$ cat src/rtl/load_store_unit.sv
// Data-memory access stage: issues one word-addressed bus transaction per load/store,
// builds byte-lane masks/data, extends load data, and reports misaligned/illegal/timeout faults.
//
// state | meaning
// IDLE  | waiting for a memory instruction; request fields latched on accept
// REQ   | bus request asserted, waiting for grant
// WAIT  | load granted, waiting for read data
// DONE  | one-cycle completion pulse with exception status
module load_store_unit #(
    parameter int TIMEOUT_CYCLES = 16
) (
    input  logic        i_clk,
    input  logic        i_rst,
    input  logic        i_valid,
    input  logic        i_is_load,
    input  logic        i_is_store,
    input  logic [2:0]  i_funct3,
    input  logic [31:0] i_addr,
    input  logic [31:0] i_store_data,
    output logic        o_busy,
    output logic        o_done,
    output logic [31:0] o_load_data,
    output logic        o_exc,
    output logic [1:0]  o_exc_cause,
    output logic        o_mem_req,
    input  logic        i_mem_gnt,
    output logic [31:0] o_mem_addr,
    output logic        o_mem_wen,
    output logic [3:0]  o_mem_wmask,
    output logic [31:0] o_mem_wdata,
    input  logic        i_mem_rvalid,
    input  logic [31:0] i_mem_rdata
);

    typedef enum logic [1:0] {IDLE, REQ, WAIT, DONE} state_t;

    localparam logic [31:0] TIMEOUT_LIM = 32'(TIMEOUT_CYCLES);

    state_t      state_q, state_d;
    logic [31:0] addr_q;
    logic [2:0]  funct3_q;
    logic        is_load_q;
    logic        wen_q;
    logic [3:0]  wmask_q;
    logic [31:0] wdata_q;
    logic [31:0] cnt_q;
    logic        exc_q;
    logic [1:0]  cause_q;
    logic [31:0] load_data_q;

    logic        illegal;
    logic        misaligned;
    logic [3:0]  wmask_d;
    logic [31:0] wdata_d;
    logic        tmo_hit;
    logic        tmo_fire;
    logic [7:0]  byte_sel;
    logic [15:0] half_sel;
    logic [31:0] load_ext;

    // Request decode from the live inputs; only used on the accept cycle.
    always_comb begin
        illegal    = 1'b0;
        misaligned = 1'b0;
        wmask_d    = 4'b0000;
        wdata_d    = 32'h0;
        if (i_is_load == i_is_store) begin
            illegal = 1'b1;
        end else if (i_is_load && (i_funct3 == 3'b011 || i_funct3 == 3'b110 ||
                                   i_funct3 == 3'b111)) begin
            illegal = 1'b1;
        end else if (i_is_store && i_funct3[2]) begin
            illegal = 1'b1;
        end
        if (i_funct3[1:0] == 2'b01 && i_addr[0]) begin
            misaligned = 1'b1;
        end else if (i_funct3[1:0] == 2'b10 && i_addr[1:0] != 2'b00) begin
            misaligned = 1'b1;
        end
        if (i_is_store) begin
            case (i_funct3[1:0])
                2'b00: begin
                    wmask_d = 4'b0001 << i_addr[1:0];
                    wdata_d = {4{i_store_data[7:0]}};
                end
                2'b01: begin
                    wmask_d = i_addr[1] ? 4'b1100 : 4'b0011;
                    wdata_d = {2{i_store_data[15:0]}};
                end
                default: begin
                    wmask_d = 4'b1111;
                    wdata_d = i_store_data;
                end
            endcase
        end
    end

    always_comb begin
        byte_sel = i_mem_rdata[{addr_q[1:0], 3'b000} +: 8];
        half_sel = addr_q[1] ? i_mem_rdata[31:16] : i_mem_rdata[15:0];
        case (funct3_q)
            3'b000:  load_ext = {{24{byte_sel[7]}}, byte_sel};
            3'b001:  load_ext = {{16{half_sel[15]}}, half_sel};
            3'b100:  load_ext = {24'h0, byte_sel};
            3'b101:  load_ext = {16'h0, half_sel};
            default: load_ext = i_mem_rdata;
        endcase
    end

    // The counter is compared before it increments, so the timeout fires on the
    // TIMEOUT_CYCLES-th REQ/WAIT cycle without progress.
    assign tmo_hit = (TIMEOUT_LIM != 32'd0) && ((cnt_q + 32'd1) >= TIMEOUT_LIM);

    always_comb begin
        state_d  = state_q;
        tmo_fire = 1'b0;
        case (state_q)
            IDLE: begin
                if (i_valid) begin
                    state_d = (illegal || misaligned) ? DONE : REQ;
                end
            end
            REQ: begin
                if (i_mem_gnt) begin
                    state_d = is_load_q ? WAIT : DONE;
                end else if (tmo_hit) begin
                    state_d  = DONE;
                    tmo_fire = 1'b1;
                end
            end
            WAIT: begin
                if (i_mem_rvalid) begin
                    state_d = DONE;
                end else if (tmo_hit) begin
                    state_d  = DONE;
                    tmo_fire = 1'b1;
                end
            end
            DONE:    state_d = IDLE;
            default: state_d = IDLE;
        endcase
    end

    always_ff @(posedge i_clk) begin
        if (i_rst) begin
            state_q     <= IDLE;
            addr_q      <= 32'h0;
            funct3_q    <= 3'b000;
            is_load_q   <= 1'b0;
            wen_q       <= 1'b0;
            wmask_q     <= 4'b0000;
            wdata_q     <= 32'h0;
            cnt_q       <= 32'h0;
            exc_q       <= 1'b0;
            cause_q     <= 2'b00;
            load_data_q <= 32'h0;
        end else begin
            state_q <= state_d;
            case (state_q)
                IDLE: begin
                    if (i_valid) begin
                        addr_q    <= i_addr;
                        funct3_q  <= i_funct3;
                        is_load_q <= i_is_load;
                        wen_q     <= i_is_store;
                        wmask_q   <= wmask_d;
                        wdata_q   <= wdata_d;
                        cnt_q     <= 32'h0;
                        exc_q     <= illegal | misaligned;
                        cause_q   <= illegal ? 2'b10 : (misaligned ? 2'b01 : 2'b00);
                    end
                end
                REQ, WAIT: begin
                    cnt_q <= cnt_q + 32'd1;
                    if (tmo_fire) begin
                        exc_q   <= 1'b1;
                        cause_q <= 2'b11;
                    end
                    if (state_q == WAIT && i_mem_rvalid) begin
                        load_data_q <= load_ext;
                    end
                end
                default: ;
            endcase
        end
    end

    assign o_done      = (state_q == DONE);
    assign o_busy      = i_valid & ~o_done;
    assign o_exc       = o_done & exc_q;
    assign o_exc_cause = o_done ? cause_q : 2'b00;
    assign o_load_data = load_data_q;
    assign o_mem_req   = (state_q == REQ);
    assign o_mem_addr  = {addr_q[31:2], 2'b00};
    assign o_mem_wen   = wen_q;
    assign o_mem_wmask = wmask_q;
    assign o_mem_wdata = wdata_q;

endmodule

$ cat config.mk
export PLATFORM = sky130hd
export DESIGN_NAME = load_store_unit
export DESIGN_NICKNAME = d
export VERILOG_FILES = /design/src/rtl/load_store_unit.sv
export SDC_FILE = /design/constraint.sdc
export NUM_CORES = 1
export LEC_CHECK = 0
export BUFFER_PORTS_ARGS = -buffer_cell sky130_fd_sc_hd__buf_2
export CORE_MARGIN = 2
export CORE_UTILIZATION = 53
export CTS_CLUSTER_SIZE = 40
export DETAILED_ROUTE_END_ITERATION = 10
export PLACE_DENSITY = 0.81
export SLEW_MARGIN = 10
export SYNTH_ARGS = -nofsm -noshare
export SYNTH_HDL_FRONTEND = slang
export SYNTH_SLANG_ARGS = --single-unit
export TNS_END_PERCENT = 10
$ cat constraint.sdc
create_clock -name i_clk -period 2.45 [get_ports i_clk]
set_input_delay 0.1225 -clock i_clk [delete_from_list [all_inputs] [get_ports i_clk]]
set_output_delay 0.1225 -clock i_clk [all_outputs]
set_load 0.01 [all_outputs]
==> impl_metrics.ini, run 1 <==
[finish]
layout.cells.non_filler = 1363
diodes = 0
final_layout_size_suffix_gt1_share_pct = 28.7
area_growth_pct = 29.7
fin_util_pct = 70.1
layout.nets = 1281

[placement]
hpwlAfterDp_um = 15000
pre_cts_ws_ns = 0.0526
io_buffers = 210
place_congestion = 0.917
post-place-cells = 1279

[route]
num_vias = 7973
wl_per_cell_um = 17.3
dr.pass1.iters = 5
vias_per_cell = 5.85
ant_nets = 0
drtIter0Drc = 909
drc = 0
routed_wl_um = 23500

[setup_path]
path_cells = ha_1 > nand3_2 > nor3_4 > buf_4 > o2111ai_1 > a22oi_1 > o2111ai_2 > o31ai_1 > a21oi_1
startpoint_type = flip-flop
path_class = flip-flop to flip-flop
rr_startpoint = cnt_q[1]
startpoint = cnt_q[1]
r2r_slack_ns = 0.08
cp_slowest_stage_delay_ns = 0.40
crit_arrival_ns = 2.67
path_max_fanout = 5
cp.required_ns = 2.75
cp_slowest_cell = dfxtp_1
end_kind = flip-flop

[global_route]
antenna_found_initial = 0
grt_max_degree = 57
first_global_vias = 7635
grtUsageTotal_pct = 30.9
grtUsageMet3_pct = 7.30
met2_usage_pct = 51.5
grt.overflow.total = 0
grt_pass1_wl_um = 36900
met1_usage_pct = 36.3
grt-busiest-layer = met2

[clock_tree]
cts_buffers = 17
cts_tree = built
cts_buffer_depth = 2
clock_latency_ns = 0.42
cts_root_buffer = clkbuf_16
path_clk_slew_ns = 0.06
clock_sinks = 142
htreeDepth = 4

[sta]
whs_ns = 0.00863
timing.fmax_mhz = 422
slew_headroom_pct = 61.1
clock_skew_ns = 0.00802
min_period_ns = 2.37
setup_viol = 0
final_hold_viol_count = 0
period_share_pct = 96.6
setup_ws_ns = 0.0824
final_max_slew_viol_count = 0
worst_pin_slew_ns = 0.584

[floorplan]
die_width_um = 123
die_h_um = 123
ioPinCount = 213
rows = 43
die_area_um2 = 15100
start_util_pct = 54.1
core-area_um2 = 13800

[logic_synthesis]
syn-instance-count = 954
synth_edf_count = 0
yosys-top-cells-count = 146 x nand2_1, 142 x dfxtp_1, 100 x a21oi_1
synth.top_cell.area_share_pct = 38.0
netlist_area_um2 = 7480
synth_area_leader_cell = dfxtp_1
synth_compound_area_share_pct = 22.3
synth_seq_cells = 142
yosys.area_share.simple_pct = 23.7
ys.flop_type = dfxtp_1
ys_top_cells_by_area = dfxtp_1 38%, nand2_1 7.3%, a21oi_1 6.7%
avgSynthCellArea_um2 = 7.84
synth.yosys.seq_area_share_pct = 38.0
synth_top_family_by_area = simple AND/OR/NAND/NOR gates
post-synth-top-count-cell = nand2_1
synthAdderAreaFrac_pct = 0.837
ys_types = 75
synth_xor_xnor_area_share_pct = 1.17
yosysWarnings = 0
synthMuxAreaShare_pct = 4.99
synthArstFlopShare_pct = 0

[power_and_ir_drop]
p_int_w = 0.00513
p_per_area_nw_per_um2 = 814
p_switching_w = 0.00277
combPwrFrac_pct = 31.0
peakVddDrop_mv = 0.536
p_seq_share_pct = 34.6
total_power_w = 0.00790
clockPowerShare_pct = 34.4
p_leak_nw = 4.06
swShare_pct = 35.1

[hold_path]
min_path_type = input port to flip-flop
hold_start = i_addr[1]

[outcome]
status = complete, no violations

[run]
maxCapViolCount = 0
==> worst paths after layout <==
kind                 to  depth (start not counted)
max          state_q[1]                          9
min reg2reg   addr_q[6]                          2
min           addr_q[1]                          3
max reg2reg  state_q[1]                          9
==> layer usage <==
layer / share of wire (%) / wire [um]
met1: 39 / 9080
met3: 8.3 / 1960
met2: 49 / 11400
met5: 0 / 0
met4: 4.5 / 1060
==> placed cells by master (no fill, tap or decap), drive strengths merged, types with 4 or more instances in the layout <==
| cell | n |
|---|---|
| or3 | 7 |
| dfxtp | 142 |
| nand2b | 4 |
| ha | 5 |
| nor2b | 4 |
| nor3 | 21 |
| inv | 19 |
| xor2 | 6 |
| and3 | 6 |
| o21ai | 53 |
| mux2i | 17 |
| a31oi | 11 |
| clkbuf | 20 |
| buf | 255 |
| a311oi | 8 |
| nand3 | 30 |
| a21oi | 100 |
| o221ai | 7 |
| nor3b | 7 |
| a22oi | 35 |
| dlygate4sd3 | 51 |
| o211ai | 4 |
| nand4 | 11 |
| and2 | 6 |
| nor2 | 98 |
| mux2 | 18 |
| a211oi | 31 |
| nor4 | 11 |
| xnor2 | 4 |
| nand2 | 148 |
==> critical path, delay by kind of cell (launching register included) <==
| kind | cells | cell delay (ns) |
|---|---|---|
| buf+inv | 1 | 0.18 |
| flops | 1 | 0.40 |
| compound gates | 5 | 0.93 |
| fa+ha+maj | 1 | 0.24 |
| simple gates | 2 | 0.50 |
==> per-stage QoR <==
stage / setup TNS (ns) / cell area [um^2]
after floorplan: 0 / 7480
after global placement: 0 / 8520
after detailed placement: 0 / 8520
after CTS: 0 / 9640
after global routing: -0.00456 / 9700
final: 0 / 9700
==> area by class of cell <==
type | count | area (um^2)
clock buffer | 20 | 457
timing repair buffer | 306 | 1930
tap | 180 | 225
inverter | 16 | 60.1
sequential | 142 | 2850
clock inverter | 12 | 158
multi-input combinational | 687 | 4020
fill | 1088 | 4130
==> power by group through the flow <==
stage	Sequential, W	Combinational (W)	Clock, W
detailed placement	0.00277	0.00232	0
finish	0.00273	0.00245	0.00271
global placement	0.00276	0.00229	0
global route	0.00276	0.00268	0.00282
CTS	0.00272	0.00240	0.00273
floorplan	0.00279	0.00153	0
==> state kept, by name (all words and copies together), names as in the netlist, 2 cells and up <==
register / flops
cnt_q: 32
funct3_q: 3
addr_q: 32
cause_q: 2
o_load_data: 32
o_mem_wdata: 32
state_q: 2
o_mem_wmask: 4
==> what timing repair did <==
item / 4_1_cts / 5_1_grt
hold buffers: 51 / 0
setup buffers: 0 / 1
hold endpoints to repair: 51 / 0
setup endpoints to repair: 0 / 5
resized for setup: 0 / 9
==> logic make-up after synthesis <==
family          count (synthesis)
fa+ha+maj                       5
mux                            35
other cells                     1
flops                         142
buf+inv                       126
compound gates                268
xor+xnor                       10
simple gates                  367
No activity file was read; power rests on OpenSTA's default activity.
==> run 2, diff against run 1 <==
--- a/config.mk
+++ b/config.mk
@@ -10,6 +10,7 @@
 export CORE_UTILIZATION = 53
 export CTS_CLUSTER_SIZE = 40
 export DETAILED_ROUTE_END_ITERATION = 10
+export HOLD_SLACK_MARGIN = 0.1
 export PLACE_DENSITY = 0.81
 export SLEW_MARGIN = 10
 export SYNTH_ARGS = -nofsm -noshare
==> run 2 against run 1 <==
Against the previous run: flip-flop and latch count is the same; first-iteration DRC count down 0.99%; worst hold slack improved by 0.10 ns; largest cell class unchanged; largest power group unchanged.
==> impl_metrics.ini, run 2 (synthesis results as in run 1) <==
[sta]
timing.fmax_mhz = 421
final_hold_viol_count = 0
final_max_slew_viol_count = 0
clock_skew_ns = 0.00852
period_share_pct = 96.9
min_period_ns = 2.38
setup_viol = 0
worst_pin_slew_ns = 0.596
whs_ns = 0.109
setup_tns_ns = 0
slew_headroom_pct = 60.3

[power_and_ir_drop]
p_leak_nw = 4.21
p_per_area_nw_per_um2 = 790
peakVddDrop_mv = 0.512

[route]
ant_nets = 0
dr.pass1.iters = 6
wl_per_cell_um = 17.8
routed_wl_um = 24900
highest_layer = met4
vias_per_cell = 5.88
met1Wirelength_um = 9620
drc = 0
wl_met3_um = 1990
drtIter0Drc = 900
wl_met2_um = 12300
num_vias = 8248

[clock_tree]
cts_buffers = 17
clock_sinks = 142
path_clk_slew_ns = 0.06
cts_tree = built
htreeDepth = 4
cts_root_buffer = clkbuf_16
clock_latency_ns = 0.43
cts_buffer_depth = 2

[setup_path]
path_class = flip-flop to flip-flop
startpoint_type = flip-flop
cp_slowest_stage_delay_ns = 0.40
path_cells = ha_1 > nand3_2 > nor3_4 > buf_4 > o2111ai_1 > a22oi_1 > o2111ai_2 > o31ai_1 > a21oi_1
crit_arrival_ns = 2.68
cp_top_family = compound AO/OA/AOI/OAI gates
crit_buf_inv = 1
end_kind = flip-flop
cp.required_ns = 2.75
cp_slowest_cell = dfxtp_1
path_max_fanout = 5

[placement]
place_congestion = 0.917
hpwlAfterDp_um = 15000
io_buffers = 210

[global_route]
first_global_vias = 8025
antenna_found_initial = 0
grtUsageTotal_pct = 33.0
grt_pass1_wl_um = 39300
grt_max_degree = 57
grt.overflow.total = 0

[floorplan]
die_width_um = 123
rows = 43
die_h_um = 123
core-area_um2 = 13800
start_util_pct = 54.1
die_area_um2 = 15100
ioPinCount = 213

[finish]
diodes = 0
mostFrequentLayoutCell = buf_2
final_layout_size_suffix_gt1_share_pct = 27.7
area_growth_pct = 35.0
layout.nets = 1321
fillCellCount = 988
final_cell_mix = 209 x buf_2, 145 x nand2_1, 140 x dfxtp_1, 100 x a21oi_1, 94 x nor2_1

[run]
maxCapViolCount = 0

[hold_path]
min_path_type = input port to flip-flop

[outcome]
status = complete, no violations
run 2: cell count changes in the layout (fill, tap and decap cells not counted), sizes merged:
cell / before / now
dlygate4sd3: 51 / 91
run 2: per-layer routing:
layer	vias to the layer above	track usage, %
met5	-	0
met4	0	18.0
met3	102	7.85
met2	489	55.6
met1	3797	38.5
li1	3860	-
run 2: worst reg2reg max path, stage by stage, from the launching register on:
cell and delay [ns]:
dfxtp_1 0.40, ha_1 0.24, nand3_2 0.16, nor3_4 0.35
buf_4 0.18, o2111ai_1 0.13, a22oi_1 0.22, o2111ai_2 0.21
o31ai_1 0.26, a21oi_1 0.10
run 2: final timing paths:
check	to	slack, ns	cells past startpoint	from
setup / recovery	state_q[1]	0.07	9	cnt_q[1]
hold / removal	o_mem_wdata[9]	0.11	4	i_store_data[9]
setup reg to reg	state_q[1]	0.07	9	cnt_q[1]
hold reg to reg	addr_q[17]	0.45	2	addr_q[17]
run 2: power by group:
part	leakage, nW	internal [W]	switching [W]	total (W)
sequential	1.15	0.00257	0.000167	0.00274
clock	0.293	0.00166	0.00104	0.00271
combinational	2.76	0.000944	0.00159	0.00254
total	4.21	0.00518	0.00280	0.00798
run 2: stage by stage:
| stage | power [W] | area, um^2 | std cells | util (%) | setup slack, ns |
|---|---|---|---|---|---|
| floorplan | 0.00432 | 7480 | 955 | - | 0.351 |
| global placement | 0.00505 | 8520 | 1279 | 61.6 | 0.136 |
| detailed placement | 0.00508 | 8520 | 1279 | 61.6 | 0.0526 |
| CTS | 0.00790 | 10000 | 1402 | 72.6 | 0.0347 |
| global route | 0.00835 | 10100 | 1403 | 73.0 | -0.00471 |
| finish | 0.00798 | 10100 | 1403 | 73.0 | 0.0750 |
run 2: cell type report:
type	instances	area (um^2)	share of cell area, %
clock buffers	20	457	4.52
clock inverters	12	158	1.56
inverters	16	60.1	0.595
multi-input cells	687	4020	39.9
flip-flops and latches	142	2850	28.2
well taps	180	225	2.23
repair buffers	346	2330	23.1
run 2: repair_timing:
item                                    CTS  global route
endpoints found under the setup margin    0             5
gates resized for setup                   0             9
hold buffers                             91             0
buffers inserted                          0             1
hold endpoints to repair                 83             0
